**src/rtl/sb_tx_stream_serializer.sv**
```systemverilog
// Sideband TX back end: packet FIFO feeding an LSB-first serializer with a
// qualifying clock-enable, a fixed inter-packet idle gap, and an SBINIT
// pattern mode that repeats PATTERN + gap while i_pattern_en is held.
module sb_tx_stream_serializer #(
  parameter int               PKT_W   = 64,
  parameter int               DEPTH   = 4,
  parameter int               GAP_UI  = 32,
  parameter logic [PKT_W-1:0] PATTERN = PKT_W'(64'hAAAA_AAAA_AAAA_AAAA),
  parameter int               CNT_W   = 8
) (
  input  logic                       i_clk,
  input  logic                       i_rst,
  input  logic                       i_pkt_valid,
  input  logic [PKT_W-1:0]           i_pkt_data,
  output logic                       o_pkt_ready,
  input  logic                       i_pattern_en,
  output logic                       o_pattern_active,
  output logic [CNT_W-1:0]           o_pattern_iter_cnt,
  output logic                       o_txdatasb,
  output logic                       o_txcksb_en,
  output logic                       o_pkt_sent,
  output logic [$clog2(DEPTH+1)-1:0] o_fifo_level,
  output logic                       o_busy
);

  localparam int PW   = $clog2(DEPTH);
  localparam int LW   = $clog2(DEPTH+1);
  localparam int BC_W = $clog2(PKT_W);
  localparam int GC_W = $clog2(GAP_UI+1);

  localparam logic [BC_W-1:0] LAST_BIT = BC_W'(PKT_W-1);
  localparam logic [GC_W-1:0] LAST_GAP = GC_W'(GAP_UI-1);
  localparam logic [LW-1:0]   FULL_LVL = LW'(DEPTH);

  typedef enum logic [1:0] {S_IDLE, S_SHIFT, S_GAP} state_t;

  state_t r_state, w_nstate;

  // FIFO storage and bookkeeping
  logic [PKT_W-1:0] r_mem [DEPTH];
  logic [PW-1:0]    r_wptr, r_rptr;
  logic [LW-1:0]    r_level;
  logic             w_wr, w_pop, w_load_pat;
  logic [PKT_W-1:0] w_head;

  // Serializer datapath
  logic [PKT_W-1:0] r_shreg;
  logic [BC_W-1:0]  r_bitcnt;
  logic [GC_W-1:0]  r_gapcnt;
  logic             r_txdata, r_txen, r_pkt_sent, r_pat_flag, r_pat_en_d;
  logic [CNT_W-1:0] r_iter;
  logic             w_last_bit, w_gap_done, w_pat_rise;

  assign o_pkt_ready = (r_level != FULL_LVL);
  assign w_wr        = i_pkt_valid && o_pkt_ready;
  assign w_head      = r_mem[r_rptr];
  assign w_last_bit  = (r_state == S_SHIFT) && (r_bitcnt == LAST_BIT);
  assign w_gap_done  = (r_state == S_GAP) && (r_gapcnt == LAST_GAP);
  assign w_pat_rise  = i_pattern_en && !r_pat_en_d;

  // FIFO write port; contents need no reset since pointers gate visibility
  always_ff @(posedge i_clk) begin
    if (w_wr) r_mem[r_wptr] <= i_pkt_data;
  end

  // FIFO pointers and level; simultaneous write+pop leaves level unchanged
  always_ff @(posedge i_clk or posedge i_rst) begin
    if (i_rst) begin
      r_wptr  <= '0;
      r_rptr  <= '0;
      r_level <= '0;
    end else begin
      if (w_wr)  r_wptr <= r_wptr + PW'(1);
      if (w_pop) r_rptr <= r_rptr + PW'(1);
      case ({w_wr, w_pop})
        2'b10:   r_level <= r_level + LW'(1);
        2'b01:   r_level <= r_level - LW'(1);
        default: r_level <= r_level;
      endcase
    end
  end

  // FSM state register
  always_ff @(posedge i_clk or posedge i_rst) begin
    if (i_rst) r_state <= S_IDLE;
    else       r_state <= w_nstate;
  end

  // FSM next state; arbitration happens only in IDLE, pattern wins over FIFO
  always_comb begin
    w_nstate   = r_state;
    w_pop      = 1'b0;
    w_load_pat = 1'b0;
    case (r_state)
      S_IDLE: begin
        if (i_pattern_en) begin
          w_load_pat = 1'b1;
          w_nstate   = S_SHIFT;
        end else if (r_level != '0) begin
          w_pop    = 1'b1;
          w_nstate = S_SHIFT;
        end
      end
      S_SHIFT: if (w_last_bit) w_nstate = S_GAP;
      S_GAP:   if (w_gap_done) w_nstate = S_IDLE;
      default: w_nstate = S_IDLE;
    endcase
  end

  // Serializer: bit0 is launched on the load edge so the output flop lines up
  // with the SHIFT state; the remaining bits come out of the shift register.
  always_ff @(posedge i_clk or posedge i_rst) begin
    if (i_rst) begin
      r_shreg    <= '0;
      r_bitcnt   <= '0;
      r_gapcnt   <= '0;
      r_txdata   <= 1'b0;
      r_txen     <= 1'b0;
      r_pkt_sent <= 1'b0;
      r_pat_flag <= 1'b0;
    end else begin
      r_pkt_sent <= 1'b0;
      case (r_state)
        S_IDLE: begin
          if (w_load_pat) begin
            r_shreg    <= {1'b0, PATTERN[PKT_W-1:1]};
            r_txdata   <= PATTERN[0];
            r_txen     <= 1'b1;
            r_bitcnt   <= '0;
            r_pat_flag <= 1'b1;
          end else if (w_pop) begin
            r_shreg    <= {1'b0, w_head[PKT_W-1:1]};
            r_txdata   <= w_head[0];
            r_txen     <= 1'b1;
            r_bitcnt   <= '0;
            r_pat_flag <= 1'b0;
          end
        end
        S_SHIFT: begin
          if (w_last_bit) begin
            r_txdata   <= 1'b0;
            r_txen     <= 1'b0;
            r_gapcnt   <= '0;
            r_pkt_sent <= !r_pat_flag;
          end else begin
            r_txdata <= r_shreg[0];
            r_shreg  <= {1'b0, r_shreg[PKT_W-1:1]};
            r_bitcnt <= r_bitcnt + BC_W'(1);
          end
        end
        S_GAP: begin
          if (w_gap_done) r_pat_flag <= 1'b0;
          else            r_gapcnt   <= r_gapcnt + GC_W'(1);
        end
        default: begin
          r_txdata <= 1'b0;
          r_txen   <= 1'b0;
        end
      endcase
    end
  end

  // Pattern iteration counter: clears on a fresh request, saturates at all-ones
  always_ff @(posedge i_clk or posedge i_rst) begin
    if (i_rst) begin
      r_iter     <= '0;
      r_pat_en_d <= 1'b0;
    end else begin
      r_pat_en_d <= i_pattern_en;
      if (w_pat_rise)
        r_iter <= '0;
      else if (w_gap_done && r_pat_flag && (r_iter != '1))
        r_iter <= r_iter + CNT_W'(1);
    end
  end

  assign o_txdatasb         = r_txdata;
  assign o_txcksb_en        = r_txen;
  assign o_pkt_sent         = r_pkt_sent;
  assign o_pattern_active   = r_pat_flag;
  assign o_pattern_iter_cnt = r_iter;
  assign o_fifo_level       = r_level;
  assign o_busy             = (r_state != S_IDLE) || (r_level != '0);

endmodule

```
**config.mk**
```make
export PLATFORM = sky130hd
export DESIGN_NAME = sb_tx_stream_serializer
export DESIGN_NICKNAME = d
export VERILOG_FILES = /design/src/rtl/sb_tx_stream_serializer.sv
export SDC_FILE = /design/constraint.sdc
export NUM_CORES = 1
export LEC_CHECK = 0
export CORE_MARGIN = 2
export CORE_UTILIZATION = 64
export DETAILED_ROUTE_END_ITERATION = 8
export PLACE_DENSITY = 0.85
export REMOVE_ABC_BUFFERS = 1
export SYNTH_ARGS = -nofsm -noshare
export SYNTH_HDL_FRONTEND = slang
export SYNTH_SLANG_ARGS = --single-unit
```
**constraint.sdc**
```tcl
create_clock -name i_clk -period 8.1 [get_ports i_clk]
set_input_delay 2.43 -clock i_clk [delete_from_list [all_inputs] [get_ports i_clk]]
set_output_delay 2.43 -clock i_clk [all_outputs]
set_load 0.02 [all_outputs]
```
### After elaboration in Yosys (flattened, before gate mapping)

Memories as Yosys holds them, arrays and structs flattened.
Cells that the tools add are included.

* memory bits (writable): 256
* memories: 1
* input port bits: 68
* flip-flop bits (word level): 98
* logic and storage cells: 99

Memory list
* r_mem: depth 4, width 64, rd ports 1, clocked after Yosys merged registers in 0, wr ports 1, RTL line 40 `logic [PKT_W-1:0] r_mem [DEPTH];`

* bitwise gates (word level): 1
* reduce and logical (&&, ||, !) cells: 23
* add/subtract/negate cells: 7
* equal/unequal tests: 14
* muxes and demuxes: 40

Operator list (number)
* 2-to-1 mux 64 bit: 3
* one-hot mux 64 bit (2 select lines): 1
* 2-to-1 mux 6 bit: 5
* one-hot mux 6 bit (2 select lines): 2
* 2-to-1 mux 1 bit: 18
* 2-to-1 mux 8 bit: 2
* AND reduction 3 bit: 5
* adder 6 x 1 -> 6 bit (second input constant): 2
* nonzero test 2 bit: 6
* inequality test 3 bit (second input constant): 3
* adder 8 x 1 -> 8 bit (second input constant): 1
* 2-to-1 mux 2 bit: 4
* inequality test 2 bit (second input constant): 4
* inequality test 8 bit (second input constant): 1
* == test 6 x 5 -> 1 bit (second input constant): 1
* == test 6 bit (second input constant): 1
* logical AND 1 bit: 6
* one-hot mux 1 bit (3 select lines): 2
* one-hot mux 2 bit (3 select lines): 1
* one-hot mux 3 bit (2 select lines): 1
* adder 2 x 1 -> 2 bit (second input constant): 2
* == test 2 x 1 -> 1 bit (second input constant): 2
* == test 2 bit (second input constant): 2
* adder 3 x 1 -> 3 bit (second input constant): 1
* other kinds (8): 9

### Logic depth before layout (Yosys ltp)

Gate-level depths: netlist of the first run.

* word-level depth: 7
* mapped depth: 9
* gate-level depth less buffers: 9

### Worst setup path after synthesis of the first run

Ideal clock, no wire load.

* kind: in2reg
* start: in i_pkt_valid
* end: mem r_mem[1][0] (enable)
* setup slack: 3686 ps
* data required time: 7671 ps
* path buffers: 0
* cell stages on the path: 1
* arrival time: 3985 ps
* cells stage by stage: and3_1

* word-level cells in the longest chain between the ends: 3

Ends and longest elaborated chain
* start, declared: RTL line 13 `input logic i_pkt_valid,`
* logical AND 1 bit: RTL line 55 `assign w_wr = i_pkt_valid && o_pkt_ready;`
* 2-to-1 mux 1 bit: RTL line 63 `if (w_wr) r_mem[r_wptr] <= i_pkt_data;`
* 2-to-1 mux 1 bit (implied by the code): RTL line 63
* end, declared: RTL line 40

No other way between the ends.

### Final worst setup path of the first run

* start: in i_pattern_en
* end: reg r_shreg[7]

* word-level cells in the longest chain between the ends: 4
* elaborated cells between the ends (all ways): 8
* classes of those cells: eq/ne (1); mux (6); reduce/logical (1)

Ends and longest elaborated chain
* start, declared: RTL line 16 `input logic i_pattern_en,`
* 2-to-1 mux 1 bit: RTL line 96 `if (i_pattern_en) begin`
* 2-to-1 mux 1 bit: RTL line 94 `case (r_state)`
* inequality test 3 bit (no source line) or 2-to-1 mux 64 bit (tied branches)
* AND reduction 3 bit (no source line) or one-hot mux 64 bit (2 select lines) (tied branches)
* end signal, assigned: RTL line 126 `r_shreg <= {1'b0, PATTERN[PKT_W-1:1]};`
* end signal, assigned: RTL line 132 `r_shreg <= {1'b0, w_head[PKT_W-1:1]};`
* end signal, assigned: RTL line 147 `r_shreg <= {1'b0, r_shreg[PKT_W-1:1]};`
* end, declared: RTL line 47 `logic [PKT_W-1:0] r_shreg;`

Several ways; a longest one is shown, not always the timed one.
A chain may end at the register's enable or synchronous reset.

==> run_results.csv, run 1 <==
group,metric,value,unit
drt,wirelength,28030,um
critical_path,rr_worst_depth,5,
cts,cts_htree_levels,2,
drt,dr.first_iter.drc_count,909,
timing,worst_slack,2.958,ns
placed_design,gp_congestion,0.8108,
yosys,yosysTopAreaCellShare,0.5471,
yosys,synth_edf_count,256,
finish,syn_to_final_growth,15.22,%
cts,cts_tree,"done",
yosys,synth-simple-area-share,0.03045,
finish,nets,965,
yosys,synth_area_leaders,"edfxtp_1 (55%), dfrtp_1 (17%), mux4_2 (10%)",
min_path,hold_class,"reg2reg",
critical_path,crit_path_top_delay_cell,"or2_4",
timing,drv_slew,0,
timing,rsz0062_at_grt,"no",
timing,fin_skew,0.02168,ns
timing,worst_pin_slew,1.064,ns
die,die_area,23160,um2
critical_path,crit_fanout,65,
yosys,synth_warnings,0,
pwr,peakVddDrop,220.8,uV
yosys,ys_seq_area_frac,0.7199,
finish,drive_above_1_share,0.2057,
cts,cts_resized,0,
timing,max_freq,0.1945,GHz
drt,vias,7859,
critical_path,worst-path-buf-inv,2,
cts,cts_hold_buf,0,
finish,final_common_cell,"edfxtp_1",
die,ios,85,
die,core_area,21690,um2
global_route,grt_usage,0.2463,
global_route,antenna_found_initial,0,
die,row_count,54,
finish,antenna_cells,0,
cts,clk_path_buf_depth,3,
die,dieHeight,152.2,um
critical_path,cp-start-kind,"input pin",
timing,finalSetupTns,0,ns
yosys,synth.area.mux_share,0.1064,
global_route,grt_overflow_total,0,
placed_design,hpwl,15170,um
critical_path,crit_path_end_kind,"flop",
yosys,syn-instance-count,809,
cts,cts_setup_buffers,0,
yosys,syn_area,14050,um2
min_path,hold-path-cell-count,2,
yosys,synth_compound_area_frac,0.1045,
timing,fin_crit,5.142,ns
timing,maxSlewHeadroom,0.2905,
pwr,p_leak,5.595,nW
placed_design,port_buffers,84,
yosys,yosys_register_bits,353,
yosys,synthFlopType,"edfxtp_1",
global_route,grt_max_degree,83,
yosys,async_flop_share,0.2748,
drt,wire_per_inst,23.48,um
run_status,status,"complete, no violations",
cts,root_buffer,"clkbuf_16",
critical_path,arrival,5.45,ns
timing,setup_violations,0,
yosys,synth-xor-area-share,0.005610,
drt,via_per_inst,6.582,
global_route,grt_pass1_vias,8033,
critical_path,cpPeakStageDelay,0.95,ns
critical_path,worst_ep_required_time,8.41,ns
die,initial_core_util,0.6479,
cts,cts_num_sinks,353,
yosys,synth_fa_ha_area_frac,0.008549,
drt,route.detailed.drc,0,
yosys,synth_largest_area_cell,"edfxtp_1",
placed_design,dp_slack,2.481,ns
critical_path,worst-path-stages,6,
finish,final_cell_mix,"edfxtp_1 (256), dfrtp_1 (95), clkdlybuf4s50_1 (84)",
timing,hold_viol_final,0,
flow_run,max_cap_violations,0,
critical_path,path_delay_family,"simple AND/OR/NAND/NOR gates",
die,die_w,152.2,um
yosys,syn_area_per_cell,17.37,um2
cts,cts.clk_slew.worst_paths,0.06,ns
yosys,synth_top_family_by_area,"multiplexers",
yosys,ys_types,56,
timing,finalCritPeriodShare,0.6348,
drt,firstDrtPassIters,5,
pwr,p_per_area,346.3,nW/um2
critical_path,critPathKind,"in2reg",
critical_path,crit_chain,"clkdlybuf4s50_1, or4_4, nor2_4, buf_4, or2_4, o21ai_0",
cts,cts_made_buffers,35,
cts,clk_latency,0.51,ns
critical_path,rrSetupSlack,5.02,ns
drt,ant_nets,0,
global_route,grt_pass1_wl,44710,um
## registers in the layout, indices dropped and copies added (netlist names)
register / cells
r_mem: 256
o_txcksb_en: 1
r_state: 2
r_bitcnt: 6
r_shreg: 63
o_txdatasb: 1
r_wptr: 2
o_pkt_sent: 1
o_pattern_iter_cnt: 8
o_fifo_level: 3
o_pattern_active: 1
r_pat_en_d: 1
r_gapcnt: 6
r_rptr: 2
## worst paths after layout
kind | from | endpoint
max reg2reg | o_fifo_level[0] | r_shreg[7]
max in group asynchronous | i_rst | r_bitcnt[1]
min | r_shreg[0] | o_txdatasb
min reg2reg | r_shreg[0] | o_txdatasb
min in group asynchronous | i_rst | r_rptr[0]
max | i_pattern_en | r_shreg[7]
## synth_stat cells, types with 2 or more instances
library cell,n
o22ai_1,32
clkbuf_1,27
a22oi_1,32
buf_8,5
a21oi_1,12
nand2b_1,6
or3_1,2
and3_1,6
inv_1,9
edfxtp_1,256
a22o_1,2
o31ai_1,4
mux2i_1,2
mux2_2,3
nand2_1,13
o21ai_2,40
or2_2,2
xnor2_1,6
nor4_1,4
mux4_2,64
ha_1,8
xor2_1,3
o21ai_0,83
nor2_1,17
buf_4,5
nand4_1,4
or4_1,3
and4_1,2
nand3_1,8
buf_2,13
nor2b_1,6
o21ai_1,10
dfrtp_1,97
## per-layer routing
metal / up-vias / wire length, um / GRT usage
met4: 0 / 646 / 0.07833
li1: 3413 / - / -
met1: 4004 / 11200 / 0.3496
met5: - / 0 / 0
met2: 382 / 14290 / 0.3994
met3: 60 / 1897 / 0.04494
## worst reg2reg max path, stage by stage, from the launching register on
cell	delay, ns
dfrtp_1	0.48
or4_4	0.56
nor2_4	0.09
buf_4	0.51
or2_4	0.95
o21ai_0	0.30
## cell families after synthesis
| family | Yosys count |
|---|---|
| buffers and inverters | 63 |
| xor gates and xnor gates | 9 |
| adders and majority gates | 9 |
| muxes | 69 |
| and+or+nand+nor | 79 |
| AOI/OAI and AO/OA | 227 |
| DFF | 353 |
## area by class of cell
cell class	instances	area, um2
flip-flops and latches	353	10120
inverters	10	40.04
clock inverters	10	102.6
repair buffers	95	923.4
clock buffers	53	1045
multi-input cells	393	3608
well taps	280	350.3
fillers	1187	5499
## power breakdown
group / switching (mW) / leakage (nW) / internal [mW]
Clock: 0.654 / 0.561 / 0.929
Sequential: 0.228 / 3.57 / 2.42
Combinational: 0.742 / 1.46 / 0.629
## stage by stage
stage          power (mW)  hold slack, ns  cell area (um2)  std cells    util
3_3_place_gp        3.962          0.4899            15040       1131  0.6936
4_1_cts             5.638          0.4967            16190       1194  0.7465
2_1_floorplan       3.620          0.4502            13740        756       -
3_5_place_dp        4.035          0.4889            15040       1131  0.6936
5_1_grt             5.845          0.5214            16190       1194  0.7465
6_report            5.606          0.4956            16190       1194  0.7465
No activity file was read; power rests on OpenSTA's default activity.
==> run 2, diff against run 1 <==
Settings changed: CORE_UTILIZATION 64 to 53, PLACE_DENSITY 0.85 to 0.75.
Clock period 8.1 ns to 4.55 ns, I/O delays scaled along.
==> run 2 against run 1 <==
  * Cell area is 2.0% higher
  * Power is 85% higher
  * Die area is 20% higher
  * Global-route usage is 4.4 points lower
  * Via count is 0.88% lower
  * Critical path depth is 3 lower
  * Clock power is 100% higher
  * Highest routed layer unchanged
  * Core utilization is 11 points lower
  * Combinational power is 74% higher
  * Clock-buffer cell count is 3 lower
  * Sequential power is 80% higher
==> run_results.csv, run 2 (synthesis gave the netlist of run 1 again) <==
group,metric,value,unit
timing,maxSlewHeadroom,0.3662,
global_route,grt_pass1_vias,7921,
die,dieHeight,166.8,um
critical_path,rrSetupSlack,1.59,ns
finish,drive_above_1_share,0.2117,
global_route,grt_overflow_total,0,
placed_design,dpl_cell_area,15220,um2
cts,cts_setup_buffers,0,
finish,syn_to_final_growth,17.54,%
die,die_w,166.8,um
pwr,peakVddDrop,347.5,uV
finish,fin_area,16520,um2
critical_path,timing.rr.start,"r_state[0]",
cts,cts_resized,0,
critical_path,crit_fanout,14,
critical_path,rr_worst_depth,5,
placed_design,gp_congestion,0.8052,
timing,worst_pin_slew,0.9508,ns
critical_path,cp-start-kind,"flop",
global_route,antenna_found_initial,0,
cts,cts_htree_levels,2,
drt,route.detailed.drc,0,
timing,rsz0062_at_grt,"no",
critical_path,r2r_end,"r_shreg[35]",
timing,hold_viol_final,0,
drt,wirelength,27710,um
run_status,status,"complete, no violations",
finish,largest_reg_flops,256,
timing,finalCritPeriodShare,0.7521,
pwr,p_leak,5.708,nW
min_path,hold_end,"r_shreg[62]",
placed_design,hpwl,15520,um
global_route,grt_pass1_wl,44220,um
placed_design,dp_slack,0.7923,ns
finish,final.fill_count,1814,
min_path,hold-path-cell-count,1,
drt,firstDrtPassIters,5,
cts,clk_path_buf_depth,3,
die,die_area,27830,um2
timing,max_freq,0.2922,GHz
cts,root_buffer,"clkbuf_16",
cts,cts_tree,"done",
cts,cts_num_sinks,353,
die,core_area,26060,um2
global_route,grt_usage,0.2025,
die,ios,85,
drt,ant_nets,0,
placed_design,port_buffers,84,
timing,finalSetupTns,0,ns
timing,setup_violations,0,
critical_path,arrival,2.06,ns
finish,utilization,0.6338,
cts,cts_hold_buf,0,
cts,cts_made_buffers,36,
drt,wire_per_inst,22.06,um
timing,drv_slew,0,
timing,fin_crit,3.422,ns
die,row_count,59,
finish,top_register,"r_mem",
critical_path,cpPeakStageDelay,0.69,ns
cts,cts.clk_slew.worst_paths,0.06,ns
timing,fin_skew,0.02051,ns
finish,final_cell_mix,"edfxtp_1 (256), dfrtp_1 (95), clkdlybuf4s50_1 (84)",
global_route,grt_max_degree,65,
flow_run,max_cap_violations,0,
drt,vias,7790,
finish,antenna_cells,0,
timing,whs,0.5085,ns
cts,clk_latency,0.52,ns
die,initial_core_util,0.5392,
finish,final_common_cell,"edfxtp_1",
drt,dr.first_iter.drc_count,653,
min_path,hp-start,"r_shreg[62]",
drt,via_per_inst,6.202,
pwr,p_per_area,627.1,nW/um2
critical_path,crit_chain,"nor2_1, nand2_1, clkdlybuf4s50_1",
critical_path,crit_path_end_kind,"primary output",
min_path,hold_class,"reg2reg",
critical_path,crit_path_top_delay_cell,"dfrtp_1",
finish,nets,971,
critical_path,worst_ep_required_time,3.18,ns
critical_path,critPathKind,"reg2out",
timing,worst_slack,1.128,ns
run 2: cell count changes in the layout (fill, tap and decap cells not counted):
cell	delta
buf_12	+6
bufinv_16	+6
clkbuf_8	-4
clkbuf_16	+2
clkinv_2	-2
clkinv_8	-2
inv_6	+2
buf_4	-1
clkbuf_1	-1
clkinv_1	+1
nor2_2	+1
nor2_4	-1
run 2: per-layer routing:
metal | up-vias | GRT usage | part of all wire
met1 | 4028 | 0.2866 | 0.42
met5 | - | 0 | 0
met4 | 0 | 0.05622 | 0.019
met3 | 45 | 0.03470 | 0.064
li1 | 3415 | - | -
met2 | 302 | 0.3305 | 0.50
run 2: worst max path at each step:
stage,cells after the start,end,start
final,3,o_busy,r_state[0]
after global routing,3,o_busy,r_state[0]
after CTS,3,o_busy,r_state[0]
after detailed placement,5,o_fifo_level[1],i_pattern_en
after global placement,5,o_fifo_level[1],i_pattern_en
after floorplan,4,r_shreg[10],i_pattern_en
run 2: area by class of cell:
cell class / instances / area, um2 / area share
clock buffer: 50 / 1036 / 0.06273
clock inverter: 15 / 261.5 / 0.01583
inverter: 10 / 40.04 / 0.002424
multi-input combinational: 393 / 3603 / 0.2182
sequential: 353 / 10120 / 0.6127
tap: 335 / 419.2 / 0.02538
timing repair buffer: 100 / 1036 / 0.06273
run 2: power by group:
| group | total, mW | switching (mW) | leakage (nW) | internal (mW) |
|---|---|---|---|---|
| clock | 3.19 | 1.19 | 0.630 | 2.00 |
| sequential | 4.78 | 0.482 | 3.57 | 4.30 |
| combinational | 2.39 | 1.22 | 1.51 | 1.17 |
| total | 10.4 | 2.89 | 5.71 | 7.47 |
run 2: worst max-delay path: cells and delay by family (launching register included):
family / cells / cell delay (ns)
and+or+nand+nor: 2 / 0.24
buffers and inverters: 1 / 0.62
DFF: 1 / 0.69
run 2: through the flow:
step | std cells | power [mW]
after floorplan | 756 | 6.444
after global placement | 1191 | 7.150
final | 1256 | 10.36
after CTS | 1256 | 10.45
after detailed placement | 1191 | 7.237
after global routing | 1256 | 10.82
